File: src/rtl/wave_read_arbiter_if.sv
// Wave read arbiter bus bundle: requester strobes and indices, returned
// samples with valid pulses, and the wave BRAM read port.
// master = requester/BRAM side, slave = arbiter side.
interface wave_read_arbiter_if #(
  parameter int NUM_OSCILLATORS = 1,
  parameter int SAMPLE_WIDTH    = 16,
  parameter int WW_WIDTH        = 15
);

  // Shared controls
  logic [WW_WIDTH-1:0]                          wave_width_in;
  logic                                         freeze_in;

  // Oscillator voices
  logic [NUM_OSCILLATORS-1:0]                   osc_req_in;
  logic [NUM_OSCILLATORS-1:0][WW_WIDTH-1:0]     osc_index_in;
  logic [NUM_OSCILLATORS-1:0][SAMPLE_WIDTH-1:0] osc_data_out;
  logic [NUM_OSCILLATORS-1:0]                   osc_valid_out;

  // HDMI visualiser
  logic                                         viz_req_in;
  logic [WW_WIDTH-1:0]                          viz_index_in;
  logic [SAMPLE_WIDTH-1:0]                      viz_data_out;
  logic                                         viz_valid_out;

  // UART debugger
  logic                                         dbg_req_in;
  logic [WW_WIDTH-1:0]                          dbg_index_in;
  logic [SAMPLE_WIDTH-1:0]                      dbg_data_out;
  logic                                         dbg_valid_out;

  // Wave BRAM read port
  logic                                         bram_en_out;
  logic [WW_WIDTH-1:0]                          bram_addr_out;
  logic [SAMPLE_WIDTH-1:0]                      bram_data_in;

  modport master (
    output wave_width_in, freeze_in,
    output osc_req_in, osc_index_in,
    output viz_req_in, viz_index_in,
    output dbg_req_in, dbg_index_in,
    output bram_data_in,
    input  osc_data_out, osc_valid_out,
    input  viz_data_out, viz_valid_out,
    input  dbg_data_out, dbg_valid_out,
    input  bram_en_out, bram_addr_out
  );

  modport slave (
    input  wave_width_in, freeze_in,
    input  osc_req_in, osc_index_in,
    input  viz_req_in, viz_index_in,
    input  dbg_req_in, dbg_index_in,
    input  bram_data_in,
    output osc_data_out, osc_valid_out,
    output viz_data_out, viz_valid_out,
    output dbg_data_out, dbg_valid_out,
    output bram_en_out, bram_addr_out
  );

endinterface

File: src/rtl/wave_read_arbiter.sv
// Wave read arbiter: shares the single wave BRAM read port between the
// oscillator voices, the HDMI visualiser and the UART debugger. Requests are
// captured (newest index wins), at most one read is issued per cycle, and each
// returned sample is routed back to its requester with a one-cycle valid.
module wave_read_arbiter #(
  parameter int NUM_OSCILLATORS = 1,
  parameter int SAMPLE_WIDTH    = 16,
  parameter int WW_WIDTH        = 15,
  parameter int READ_LATENCY    = 2,
  parameter int STARVE_LIMIT    = 16
) (
  input logic                clk_in,
  input logic                rst_in,
  wave_read_arbiter_if.slave bus
);

  // Requester IDs: oscillators 0..N-1, then visualiser, then debugger.
  localparam int ID_W  = $clog2(NUM_OSCILLATORS + 2);
  localparam int OSC_W = (NUM_OSCILLATORS > 1) ? $clog2(NUM_OSCILLATORS) : 1;
  localparam int CNT_W = $clog2(STARVE_LIMIT + 1);

  localparam logic [ID_W-1:0]  VIZ_ID     = ID_W'(NUM_OSCILLATORS);
  localparam logic [ID_W-1:0]  DBG_ID     = ID_W'(NUM_OSCILLATORS + 1);
  localparam logic [CNT_W-1:0] STARVE_MAX = CNT_W'(STARVE_LIMIT);
  localparam logic [OSC_W-1:0] LAST_OSC   = OSC_W'(NUM_OSCILLATORS - 1);

  typedef enum logic [1:0] {
    GRANT_NONE,
    GRANT_OSC,
    GRANT_VIZ,
    GRANT_DBG
  } grant_e;

  // Captured requests
  logic [NUM_OSCILLATORS-1:0]                   oscPend_q, oscPend_d;
  logic [NUM_OSCILLATORS-1:0][WW_WIDTH-1:0]     oscIdx_q;
  logic                                         vizPend_q, vizPend_d;
  logic                                         dbgPend_q, dbgPend_d;
  logic [WW_WIDTH-1:0]                          vizIdx_q, dbgIdx_q;

  // Fairness state
  logic [CNT_W-1:0]                             vizWait_q, vizWait_d;
  logic [CNT_W-1:0]                             dbgWait_q, dbgWait_d;
  logic [OSC_W-1:0]                             rrPtr_q, rrPtr_d;
  logic                                         lowPrefDbg_q, lowPrefDbg_d;

  // Issue stage (drives the BRAM port)
  logic                                         bramEn_q, bramEn_d;
  logic [WW_WIDTH-1:0]                          bramAddr_q, bramAddr_d;
  logic [ID_W-1:0]                              issueId_q, issueId_d;

  // Tags of reads in flight, aligned with the BRAM latency
  logic [READ_LATENCY-1:0]                      tagValid_q;
  logic [READ_LATENCY-1:0][ID_W-1:0]            tagId_q;

  // Return registers
  logic [NUM_OSCILLATORS-1:0][SAMPLE_WIDTH-1:0] oscData_q;
  logic [NUM_OSCILLATORS-1:0]                   oscValid_q;
  logic [SAMPLE_WIDTH-1:0]                      vizData_q, dbgData_q;
  logic                                         vizValid_q, dbgValid_q;

  // Combinational grant decision
  grant_e                                       grantKind;
  logic [OSC_W-1:0]                             grantOsc;
  logic                                         oscFound;
  logic [NUM_OSCILLATORS-1:0]                   oscGrantVec;
  logic                                         vizGrant, dbgGrant;
  logic                                         vizStarving, dbgStarving;
  logic [WW_WIDTH-1:0]                          selIdx, clampAddr;
  logic                                         retValid;
  logic [ID_W-1:0]                              retId;

  // Oscillator slot reached by stepping 'offset' places past 'base', wrapping.
  function automatic logic [OSC_W-1:0] rrSlot(input logic [OSC_W-1:0] base,
                                              input int offset);
    int sum;
    sum = int'(base) + offset;
    if (sum >= NUM_OSCILLATORS) begin
      sum = sum - NUM_OSCILLATORS;
    end
    return OSC_W'(sum);
  endfunction

  assign vizStarving = vizPend_q && (vizWait_q >= STARVE_MAX);
  assign dbgStarving = dbgPend_q && (dbgWait_q >= STARVE_MAX);

  // Pick at most one requester: starving viz/dbg, then oscillators round-robin, then viz/dbg alternating.
  always_comb begin
    grantKind = GRANT_NONE;
    grantOsc  = '0;
    oscFound  = 1'b0;
    for (int i = 0; i < NUM_OSCILLATORS; i++) begin
      if (!oscFound && oscPend_q[rrSlot(rrPtr_q, i)]) begin
        oscFound = 1'b1;
        grantOsc = rrSlot(rrPtr_q, i);
      end
    end
    if (!bus.freeze_in) begin
      if (vizStarving) begin
        grantKind = GRANT_VIZ;
      end else if (dbgStarving) begin
        grantKind = GRANT_DBG;
      end else if (oscFound) begin
        grantKind = GRANT_OSC;
      end else if (vizPend_q && dbgPend_q) begin
        grantKind = lowPrefDbg_q ? GRANT_DBG : GRANT_VIZ;
      end else if (vizPend_q) begin
        grantKind = GRANT_VIZ;
      end else if (dbgPend_q) begin
        grantKind = GRANT_DBG;
      end
    end
  end

  // Decode the grant into per-requester strobes and the captured index to read.
  always_comb begin
    oscGrantVec = '0;
    vizGrant    = 1'b0;
    dbgGrant    = 1'b0;
    selIdx      = '0;
    case (grantKind)
      GRANT_OSC: begin
        oscGrantVec[grantOsc] = 1'b1;
        selIdx                = oscIdx_q[grantOsc];
      end
      GRANT_VIZ: begin
        vizGrant = 1'b1;
        selIdx   = vizIdx_q;
      end
      GRANT_DBG: begin
        dbgGrant = 1'b1;
        selIdx   = dbgIdx_q;
      end
      default: begin
        selIdx = '0;
      end
    endcase
  end

  // Keep reads inside the current wave; an empty wave reads address 0.
  always_comb begin
    if (bus.wave_width_in == '0) begin
      clampAddr = '0;
    end else if (selIdx >= bus.wave_width_in) begin
      clampAddr = bus.wave_width_in - WW_WIDTH'(1);
    end else begin
      clampAddr = selIdx;
    end
  end

  // Next-state for pending bits, wait counters, fairness pointers and issue stage.
  always_comb begin
    oscPend_d    = (oscPend_q & ~oscGrantVec) | bus.osc_req_in;
    vizPend_d    = (vizPend_q & ~vizGrant) | bus.viz_req_in;
    dbgPend_d    = (dbgPend_q & ~dbgGrant) | bus.dbg_req_in;

    vizWait_d    = vizWait_q;
    dbgWait_d    = dbgWait_q;
    rrPtr_d      = rrPtr_q;
    lowPrefDbg_d = lowPrefDbg_q;

    if (!vizPend_q || vizGrant) begin
      vizWait_d = '0;
    end else if (vizWait_q < STARVE_MAX) begin
      vizWait_d = vizWait_q + CNT_W'(1);
    end

    if (!dbgPend_q || dbgGrant) begin
      dbgWait_d = '0;
    end else if (dbgWait_q < STARVE_MAX) begin
      dbgWait_d = dbgWait_q + CNT_W'(1);
    end

    if (grantKind == GRANT_OSC) begin
      rrPtr_d = (grantOsc == LAST_OSC) ? '0 : grantOsc + OSC_W'(1);
    end
    if (vizGrant) begin
      lowPrefDbg_d = 1'b1;
    end else if (dbgGrant) begin
      lowPrefDbg_d = 1'b0;
    end

    bramEn_d   = (grantKind != GRANT_NONE);
    bramAddr_d = bramAddr_q;
    issueId_d  = issueId_q;
    case (grantKind)
      GRANT_OSC: begin
        bramAddr_d = clampAddr;
        issueId_d  = ID_W'(grantOsc);
      end
      GRANT_VIZ: begin
        bramAddr_d = clampAddr;
        issueId_d  = VIZ_ID;
      end
      GRANT_DBG: begin
        bramAddr_d = clampAddr;
        issueId_d  = DBG_ID;
      end
      default: begin
        bramAddr_d = bramAddr_q;
      end
    endcase
  end

  // Capture request strobes; a strobe always loads the newest index.
  always_ff @(posedge clk_in) begin
    if (!rst_in) begin
      oscPend_q <= '0;
      oscIdx_q  <= '0;
      vizPend_q <= 1'b0;
      vizIdx_q  <= '0;
      dbgPend_q <= 1'b0;
      dbgIdx_q  <= '0;
    end else begin
      oscPend_q <= oscPend_d;
      vizPend_q <= vizPend_d;
      dbgPend_q <= dbgPend_d;
      for (int i = 0; i < NUM_OSCILLATORS; i++) begin
        if (bus.osc_req_in[i]) begin
          oscIdx_q[i] <= bus.osc_index_in[i];
        end
      end
      if (bus.viz_req_in) begin
        vizIdx_q <= bus.viz_index_in;
      end
      if (bus.dbg_req_in) begin
        dbgIdx_q <= bus.dbg_index_in;
      end
    end
  end

  // Register fairness state and the BRAM issue stage.
  always_ff @(posedge clk_in) begin
    if (!rst_in) begin
      vizWait_q    <= '0;
      dbgWait_q    <= '0;
      rrPtr_q      <= '0;
      lowPrefDbg_q <= 1'b0;
      bramEn_q     <= 1'b0;
      bramAddr_q   <= '0;
      issueId_q    <= '0;
    end else begin
      vizWait_q    <= vizWait_d;
      dbgWait_q    <= dbgWait_d;
      rrPtr_q      <= rrPtr_d;
      lowPrefDbg_q <= lowPrefDbg_d;
      bramEn_q     <= bramEn_d;
      bramAddr_q   <= bramAddr_d;
      issueId_q    <= issueId_d;
    end
  end

  // Carry each issued read's requester ID alongside the BRAM latency.
  always_ff @(posedge clk_in) begin
    if (!rst_in) begin
      tagValid_q <= '0;
      tagId_q    <= '0;
    end else begin
      tagValid_q[0] <= bramEn_q;
      tagId_q[0]    <= issueId_q;
      for (int k = 1; k < READ_LATENCY; k++) begin
        tagValid_q[k] <= tagValid_q[k-1];
        tagId_q[k]    <= tagId_q[k-1];
      end
    end
  end

  assign retValid = tagValid_q[READ_LATENCY-1];
  assign retId    = tagId_q[READ_LATENCY-1];

  // Route returning BRAM data to the tagged requester with a one-cycle valid.
  always_ff @(posedge clk_in) begin
    if (!rst_in) begin
      oscData_q  <= '0;
      oscValid_q <= '0;
      vizData_q  <= '0;
      vizValid_q <= 1'b0;
      dbgData_q  <= '0;
      dbgValid_q <= 1'b0;
    end else begin
      oscValid_q <= '0;
      vizValid_q <= 1'b0;
      dbgValid_q <= 1'b0;
      if (retValid) begin
        if (retId == VIZ_ID) begin
          vizData_q  <= bus.bram_data_in;
          vizValid_q <= 1'b1;
        end else if (retId == DBG_ID) begin
          dbgData_q  <= bus.bram_data_in;
          dbgValid_q <= 1'b1;
        end else begin
          oscData_q[retId[OSC_W-1:0]]  <= bus.bram_data_in;
          oscValid_q[retId[OSC_W-1:0]] <= 1'b1;
        end
      end
    end
  end

  assign bus.bram_en_out   = bramEn_q;
  assign bus.bram_addr_out = bramAddr_q;
  assign bus.osc_data_out  = oscData_q;
  assign bus.osc_valid_out = oscValid_q;
  assign bus.viz_data_out  = vizData_q;
  assign bus.viz_valid_out = vizValid_q;
  assign bus.dbg_data_out  = dbgData_q;
  assign bus.dbg_valid_out = dbgValid_q;

endmodule

File: src/flat_wrapper.sv
// flat-port wrapper written by rule: the top's interface ports become plain ports
module wave_read_arbiter_flat 
#(
  parameter int NUM_OSCILLATORS = 1,
  parameter int SAMPLE_WIDTH    = 16,
  parameter int WW_WIDTH        = 15,
  parameter int READ_LATENCY    = 2,
  parameter int STARVE_LIMIT    = 16
)
  (clk_in, rst_in, bus_wave_width_in, bus_freeze_in, bus_osc_req_in, bus_osc_index_in, bus_viz_req_in, bus_viz_index_in, bus_dbg_req_in, bus_dbg_index_in, bus_bram_data_in, bus_osc_data_out, bus_osc_valid_out, bus_viz_data_out, bus_viz_valid_out, bus_dbg_data_out, bus_dbg_valid_out, bus_bram_en_out, bus_bram_addr_out);
  wave_read_arbiter_if #(.NUM_OSCILLATORS(NUM_OSCILLATORS), .SAMPLE_WIDTH(SAMPLE_WIDTH), .WW_WIDTH(WW_WIDTH)) bus_i ();
  input logic clk_in;
  input logic rst_in;
  input wire logic [$bits(bus_i.wave_width_in)-1:0] bus_wave_width_in;
  input wire logic [$bits(bus_i.freeze_in)-1:0] bus_freeze_in;
  input wire logic [$bits(bus_i.osc_req_in)-1:0] bus_osc_req_in;
  input wire logic [$bits(bus_i.osc_index_in)-1:0] bus_osc_index_in;
  input wire logic [$bits(bus_i.viz_req_in)-1:0] bus_viz_req_in;
  input wire logic [$bits(bus_i.viz_index_in)-1:0] bus_viz_index_in;
  input wire logic [$bits(bus_i.dbg_req_in)-1:0] bus_dbg_req_in;
  input wire logic [$bits(bus_i.dbg_index_in)-1:0] bus_dbg_index_in;
  input wire logic [$bits(bus_i.bram_data_in)-1:0] bus_bram_data_in;
  output wire logic [$bits(bus_i.osc_data_out)-1:0] bus_osc_data_out;
  output wire logic [$bits(bus_i.osc_valid_out)-1:0] bus_osc_valid_out;
  output wire logic [$bits(bus_i.viz_data_out)-1:0] bus_viz_data_out;
  output wire logic [$bits(bus_i.viz_valid_out)-1:0] bus_viz_valid_out;
  output wire logic [$bits(bus_i.dbg_data_out)-1:0] bus_dbg_data_out;
  output wire logic [$bits(bus_i.dbg_valid_out)-1:0] bus_dbg_valid_out;
  output wire logic [$bits(bus_i.bram_en_out)-1:0] bus_bram_en_out;
  output wire logic [$bits(bus_i.bram_addr_out)-1:0] bus_bram_addr_out;
  assign bus_i.wave_width_in = bus_wave_width_in;
  assign bus_i.freeze_in = bus_freeze_in;
  assign bus_i.osc_req_in = bus_osc_req_in;
  assign bus_i.osc_index_in = bus_osc_index_in;
  assign bus_i.viz_req_in = bus_viz_req_in;
  assign bus_i.viz_index_in = bus_viz_index_in;
  assign bus_i.dbg_req_in = bus_dbg_req_in;
  assign bus_i.dbg_index_in = bus_dbg_index_in;
  assign bus_i.bram_data_in = bus_bram_data_in;
  assign bus_osc_data_out = bus_i.osc_data_out;
  assign bus_osc_valid_out = bus_i.osc_valid_out;
  assign bus_viz_data_out = bus_i.viz_data_out;
  assign bus_viz_valid_out = bus_i.viz_valid_out;
  assign bus_dbg_data_out = bus_i.dbg_data_out;
  assign bus_dbg_valid_out = bus_i.dbg_valid_out;
  assign bus_bram_en_out = bus_i.bram_en_out;
  assign bus_bram_addr_out = bus_i.bram_addr_out;
  wave_read_arbiter #(.NUM_OSCILLATORS(NUM_OSCILLATORS), .SAMPLE_WIDTH(SAMPLE_WIDTH), .WW_WIDTH(WW_WIDTH), .READ_LATENCY(READ_LATENCY), .STARVE_LIMIT(STARVE_LIMIT)) u_core (.clk_in(clk_in), .rst_in(rst_in), .bus(bus_i));
endmodule
File: config.mk
export PLATFORM = sky130hd
export DESIGN_NAME = wave_read_arbiter_flat
export DESIGN_NICKNAME = d
export VERILOG_FILES = /design/src/rtl/wave_read_arbiter_if.sv /design/src/rtl/wave_read_arbiter.sv /design/src/flat_wrapper.sv
export SDC_FILE = /design/constraint.sdc
export NUM_CORES = 1
export LEC_CHECK = 0
export ABC_AREA = 0
export CAP_MARGIN = 20
export CORE_UTILIZATION = 50
export DETAILED_ROUTE_END_ITERATION = 6
export GPL_ROUTABILITY_DRIVEN = 0
export PLACE_DENSITY = 0.87
export SETUP_SLACK_MARGIN = 0.1
export SLEW_MARGIN = 20
export SYNTH_ARGS = -nofsm -noshare
export SYNTH_HDL_FRONTEND = slang
export SYNTH_SLANG_ARGS = --single-unit
File: constraint.sdc
create_clock -name clk_in -period 3.85 [get_ports clk_in]
set_input_delay 0.77 -clock clk_in [delete_from_list [all_inputs] [get_ports clk_in]]
set_output_delay 0.77 -clock clk_in [all_outputs]
set_load 0.1 [all_outputs]
Word-level counts from Yosys, hierarchy flattened:

Index checks and enable logic that the tools add are counted.

* magnitude comparators: 11
* multiplexer cells: 29
* bitwise gates (word level): 13
* $add $sub $neg: 5
* reduce and logical (&&, ||, !) cells: 22
* equality and inequality tests: 5

Operator list (number)
* 15-bit 2-to-1 mux: 3
* 15-bit one-hot mux with 3 select lines: 1
* 16-bit bitwise mux: 1
* 16-bit 2-to-1 mux: 1
* 15-bit greater-or-equal comparator: 1
* 15-bit logical NOT: 1
* 1-bit 2-to-1 mux: 15
* 15-bit by 1-bit subtractor with 15-bit output, second input constant: 1
* 2-bit 2-to-1 mux: 7
* 5-bit by 1-bit adder with 5-bit output, second input constant: 2
* 5-bit greater-or-equal comparator, second input constant: 2
* 5-bit < comparator, second input constant: 2
* 1-bit NOT: 7
* 2-bit == test, second input constant: 3
* 2-bit one-hot mux with 3 select lines: 1
* 3-bit AND reduction: 2
* 3-bit OR reduction: 2
* 1-bit logical AND: 5
* 2-bit by 1-bit == test with 1-bit output, second input constant: 2
* 2-bit AND reduction: 2
* 2-bit nonzero test: 2
* 2-bit OR reduction: 2
* 4-bit OR reduction: 1
* 1-bit bitwise AND: 3
* other kinds (8): 16

* output and inout port bits: 67
* flip-flop bits (word level): 135
* input port bits: 82

Longest topological paths before layout:

* word-level depth: 14
* gate-level depth with buffers: 16
* mapped depth without buffers: 12

Worst setup path after synthesis:

No wires, ideal clock.

* kind: input-to-reg
* start: input port bus_freeze_in
* end: register u_core.bramAddr_q[10], in the netlist u_core.bus.bram_addr_out[10]
* setup time: 0.122 ns
* arrival: 3.214 ns
* path slack: 0.514 ns
* data required time: 3.728 ns
* buffers on the path: 2
* cell stages on the path: 13
* cells stage by stage: a2111oi_4 -> buf_4 -> mux2i_1 -> nor2_1 -> a21oi_1 -> ha_1 -> nand2b_1 -> a211o_1 -> a21oi_1 -> a31oi_1 -> clkbuf_1 -> and3_1 -> a221o_1

* word-level cells in the longest chain between the ends: 6
* elaborated cells on any way between the ends: 9

Ends and longest elaborated chain
* from (decl): RTL line flat_wrapper.sv:15 `input wire logic [$bits(bus_i.freeze_in)-1:0] bus_freeze_in;`
* 2-bit 2-to-1 mux (*): RTL line wave_read_arbiter.sv:98 `if (!bus.freeze_in) begin`
* 2-bit == test or 2-bit by 1-bit == test with 1-bit output (tied branches): RTL line wave_read_arbiter.sv:121, wave_read_arbiter.sv:186
* 15-bit one-hot mux with 3 select lines: RTL line wave_read_arbiter.sv:121 `case (grantKind)`
* 15-bit greater-or-equal comparator: RTL line wave_read_arbiter.sv:144 `end else if (selIdx >= bus.wave_width_in) begin`
* 15-bit 2-to-1 mux: RTL line wave_read_arbiter.sv:144
* 15-bit 2-to-1 mux: RTL line wave_read_arbiter.sv:142 `if (bus.wave_width_in == '0) begin`
* to (signal assigned): RTL line wave_read_arbiter.sv:248 `bramAddr_q <= bramAddr_d;`
* to (decl): RTL line wave_read_arbiter.sv:49 `logic [WW_WIDTH-1:0] bramAddr_q, bramAddr_d;`

Mark *: on every way between the ends. The rest lies on a longest branch, timed or not.
A chain may end at the register's enable or synchronous reset.

Worst setup path after layout:

* start: input port bus_freeze_in
* end: register u_core.bramAddr_q[5], in the netlist u_core.bus.bram_addr_out[5]

The elaborated chain is that of the path after synthesis.

==> flow_summary.ini <==
[grt]
antenna_found_initial = 0
first_global_vias = 5336
grt_pass1_wl_mm = 25.8
gr-total-overflow = 0
grt_max_degree = 62
grtUsageTotal_pct = 26.3

[setup_path]
cp_common_cell = buf_4
crit_slowest_cell = clkdlybuf4s50_1
critical-path-top-delay-family = compound AO/OA/AOI/OAI gates
cp_max_fo = 15
path_buf_inv = 4
timing.critical_path.arrival_ns = 3.88
startpoint_type = input pin
crit_type = in -> reg
required_ns = 4.14
slowest_delay_ns = 0.49
critPathCaptureType = flip-flop
ff2ff_setup_slack_ns = 0.43
crit_chain = clkdlybuf4s50_1 -> a2111oi_4 -> buf_4 -> and2_1 -> buf_4 -> nand2_1 -> o21ai_1 -> ha_1 -> a21oi_1 -> o211ai_1 -> a21oi_1 -> a31oi_1 -> buf_4 -> and3_2 -> a221o_1

[detailed_routing]
drtPass1Iterations = 7
initialDrtViolationCount = 400
vias = 5151
wl_per_cell_um = 17.0
drc = 18
viasPerCell = 5.46
ant_nets = 0
totalWireLength_mm = 16.0

[clock_network]
cts_setup_buffers = 0
cts_made_buffers = 17
hold_buffers = 0
clockRootBuffer = clkbuf_16
htree_levels = 4
path_clk_slew_ns = 0.05
insertion_delay_ns = 0.41
post_cts_resize_count = 0
cts_tree = built
cts_buffer_depth = 2
clock_sinks = 134

[hold_path]
worst_hold_path_type = reg -> reg

[timing]
finalClockSkew_ns = 0.00632
hold_viol_final = 0
layout_min_cycle_time_ns = 3.59
setup_viol = 0
min_period_over_period_pct = 93.3
fmax_ghz = 0.278
worstMarginPinSlew_ns = 1.01
finalMaxSlewViolations = 0
setup_ws_ns = 0.257
holdWs_ns = 0.432
max_slew_margin_pct = 32.4
grt_setup_unrepaired = no

[logic_synthesis]
synth_ff_type = dfxtp_1
syn_inst = 645
yosysSeqAreaShare_pct = 44.4
yosysTopAreaCellShare_pct = 44.4
yosys-top-cells-area = dfxtp_1, mux2i_1, nand2_1
ys_ff_latch = 134
ys_async_sr_fraction_pct = 0
synth.distinct_cells = 53
synth-edff-count = 0
synthesis.nets = 748
syn_avg_cell_area_um2 = 9.36
yosys.area.top_type = dfxtp_1
syn_area_mm2 = 0.00604
yosysWarnings = 0

[power]
peakVddDrop_mv = 0.260
p_leak_nw = 3.22
finalPower_mw = 3.74
power_density_mw_per_mm2 = 453

[placement]
portBuffers = 148
dp_slack_ns = -0.0853
dpl.hpwl_mm = 11.5

[floorplan]
dieWidth_um = 112
start_util_pct = 52.0
dieArea_mm2 = 0.0125
fp.coreArea_mm2 = 0.0116
std_cell_rows = 39
num_io_pins = 149
die_y_um = 112

[finish]
multiInputGateArea_mm2 = 0.00309
drive_gt1_share_pct = 7.88
seq_area_mm2 = 0.00268
diodes = 0
fillers = 847
layout_common_cells = clkdlybuf4s50_1, dfxtp_1, nand2_1
area.growth.synth_to_final_pct = 36.8
nets = 890
final_common_cell = clkdlybuf4s50_1

[run]
cap_violations = 0

[run_status]
status = finished, violations left
violations = design-rule violations
## stage by stage
step,setup TNS (ns),instances,area [um2],utilization [%]
floorplan,0,645,6040,-
global placement,0,911,7590,65.4
detailed placement,-0.737,911,7590,65.4
CTS,0,943,8260,71.1
global route,0,943,8260,71.1
finish,0,943,8260,71.1
## layer usage
layer / vias to the layer above / share of wire, % / wire (um) / GRT usage [%]
met5: - / 0 / 0 / 0
met4: 0 / 3.2 / 507 / 12.2
met3: 54 / 8.0 / 1280 / 5.66
met2: 260 / 49 / 7870 / 47.8
met1: 2363 / 40 / 6380 / 29.1
li1: 2474 / - / - / -
## flip-flops by register name (all words and copies together), names as in the netlist, 5 cells and up
signal                    flops
u_core.bus.dbg_data_out      16
u_core.bus.osc_data_out      16
u_core.bus.viz_data_out      16
u_core.bus.bram_addr_out     15
u_core.dbgIdx_q              15
u_core.oscIdx_q              15
u_core.vizIdx_q              15
u_core.dbgWait_q              5
u_core.vizWait_q              5
## cell type report
class                   count  share of cell area, %
multi-input cells         456                   37.5
flip-flops and latches    134                   32.5
repair buffers            161                   19.1
clock buffers              21                   5.70
clock inverters            11                   2.36
well taps                 143                   2.17
inverters                  17                  0.773
## kinds of logic (layout without fill, tap and decap cells)
group	count (synthesis)	after routing	synth area share [%]
AND/OR/NAND/NOR	251	251	20.6
flip-flops	134	134	44.4
AO/OA/AOI/OAI	107	107	13.8
multiplexers	61	61	10.1
buffers and inverters	55	210	4.31
adder cells (fa/ha/maj)	21	21	4.35
XOR/XNOR	16	16	2.32
## synthesized netlist by cell type (3+ instances only)
library cell and instances:
and3_1 10, dfxtp_1 134, a221o_1 13, nand2_1 132
mux2i_1 61, buf_6 6, ha_1 21, nor2b_1 48
o21ai_1 12, and2_1 10, nand3_1 5, xor2_1 5
a31oi_1 4, inv_1 17, xnor2_1 11, nor2_1 23
a21oi_1 8, and3_2 3, o21ai_0 4, a21boi_0 49
clkbuf_1 28
## where the power goes
part	switching (mW)	leakage, nW	total, mW	internal [mW]
combinational	0.260	1.81	0.468	0.208
sequential	0.0353	1.09	1.47	1.44
clock	0.598	0.316	1.80	1.20
## path summary, 6_finish.rpt
check	startpoint	to	depth (start not counted)
setup / recovery	bus_freeze_in	u_core.bus.bram_addr_out[5]$_SDFFE_PN0P_	15
hold / removal	u_core.tagId_q[1]$_SDFF_PN0_	u_core.retId[1]$_SDFF_PN0_	1
setup reg to reg	u_core.oscPend_q$_SDFF_PN0_	u_core.bus.bram_addr_out[5]$_SDFFE_PN0P_	15
hold reg to reg	u_core.tagId_q[1]$_SDFF_PN0_	u_core.retId[1]$_SDFF_PN0_	1
Power figures use the tool's default switching activity.
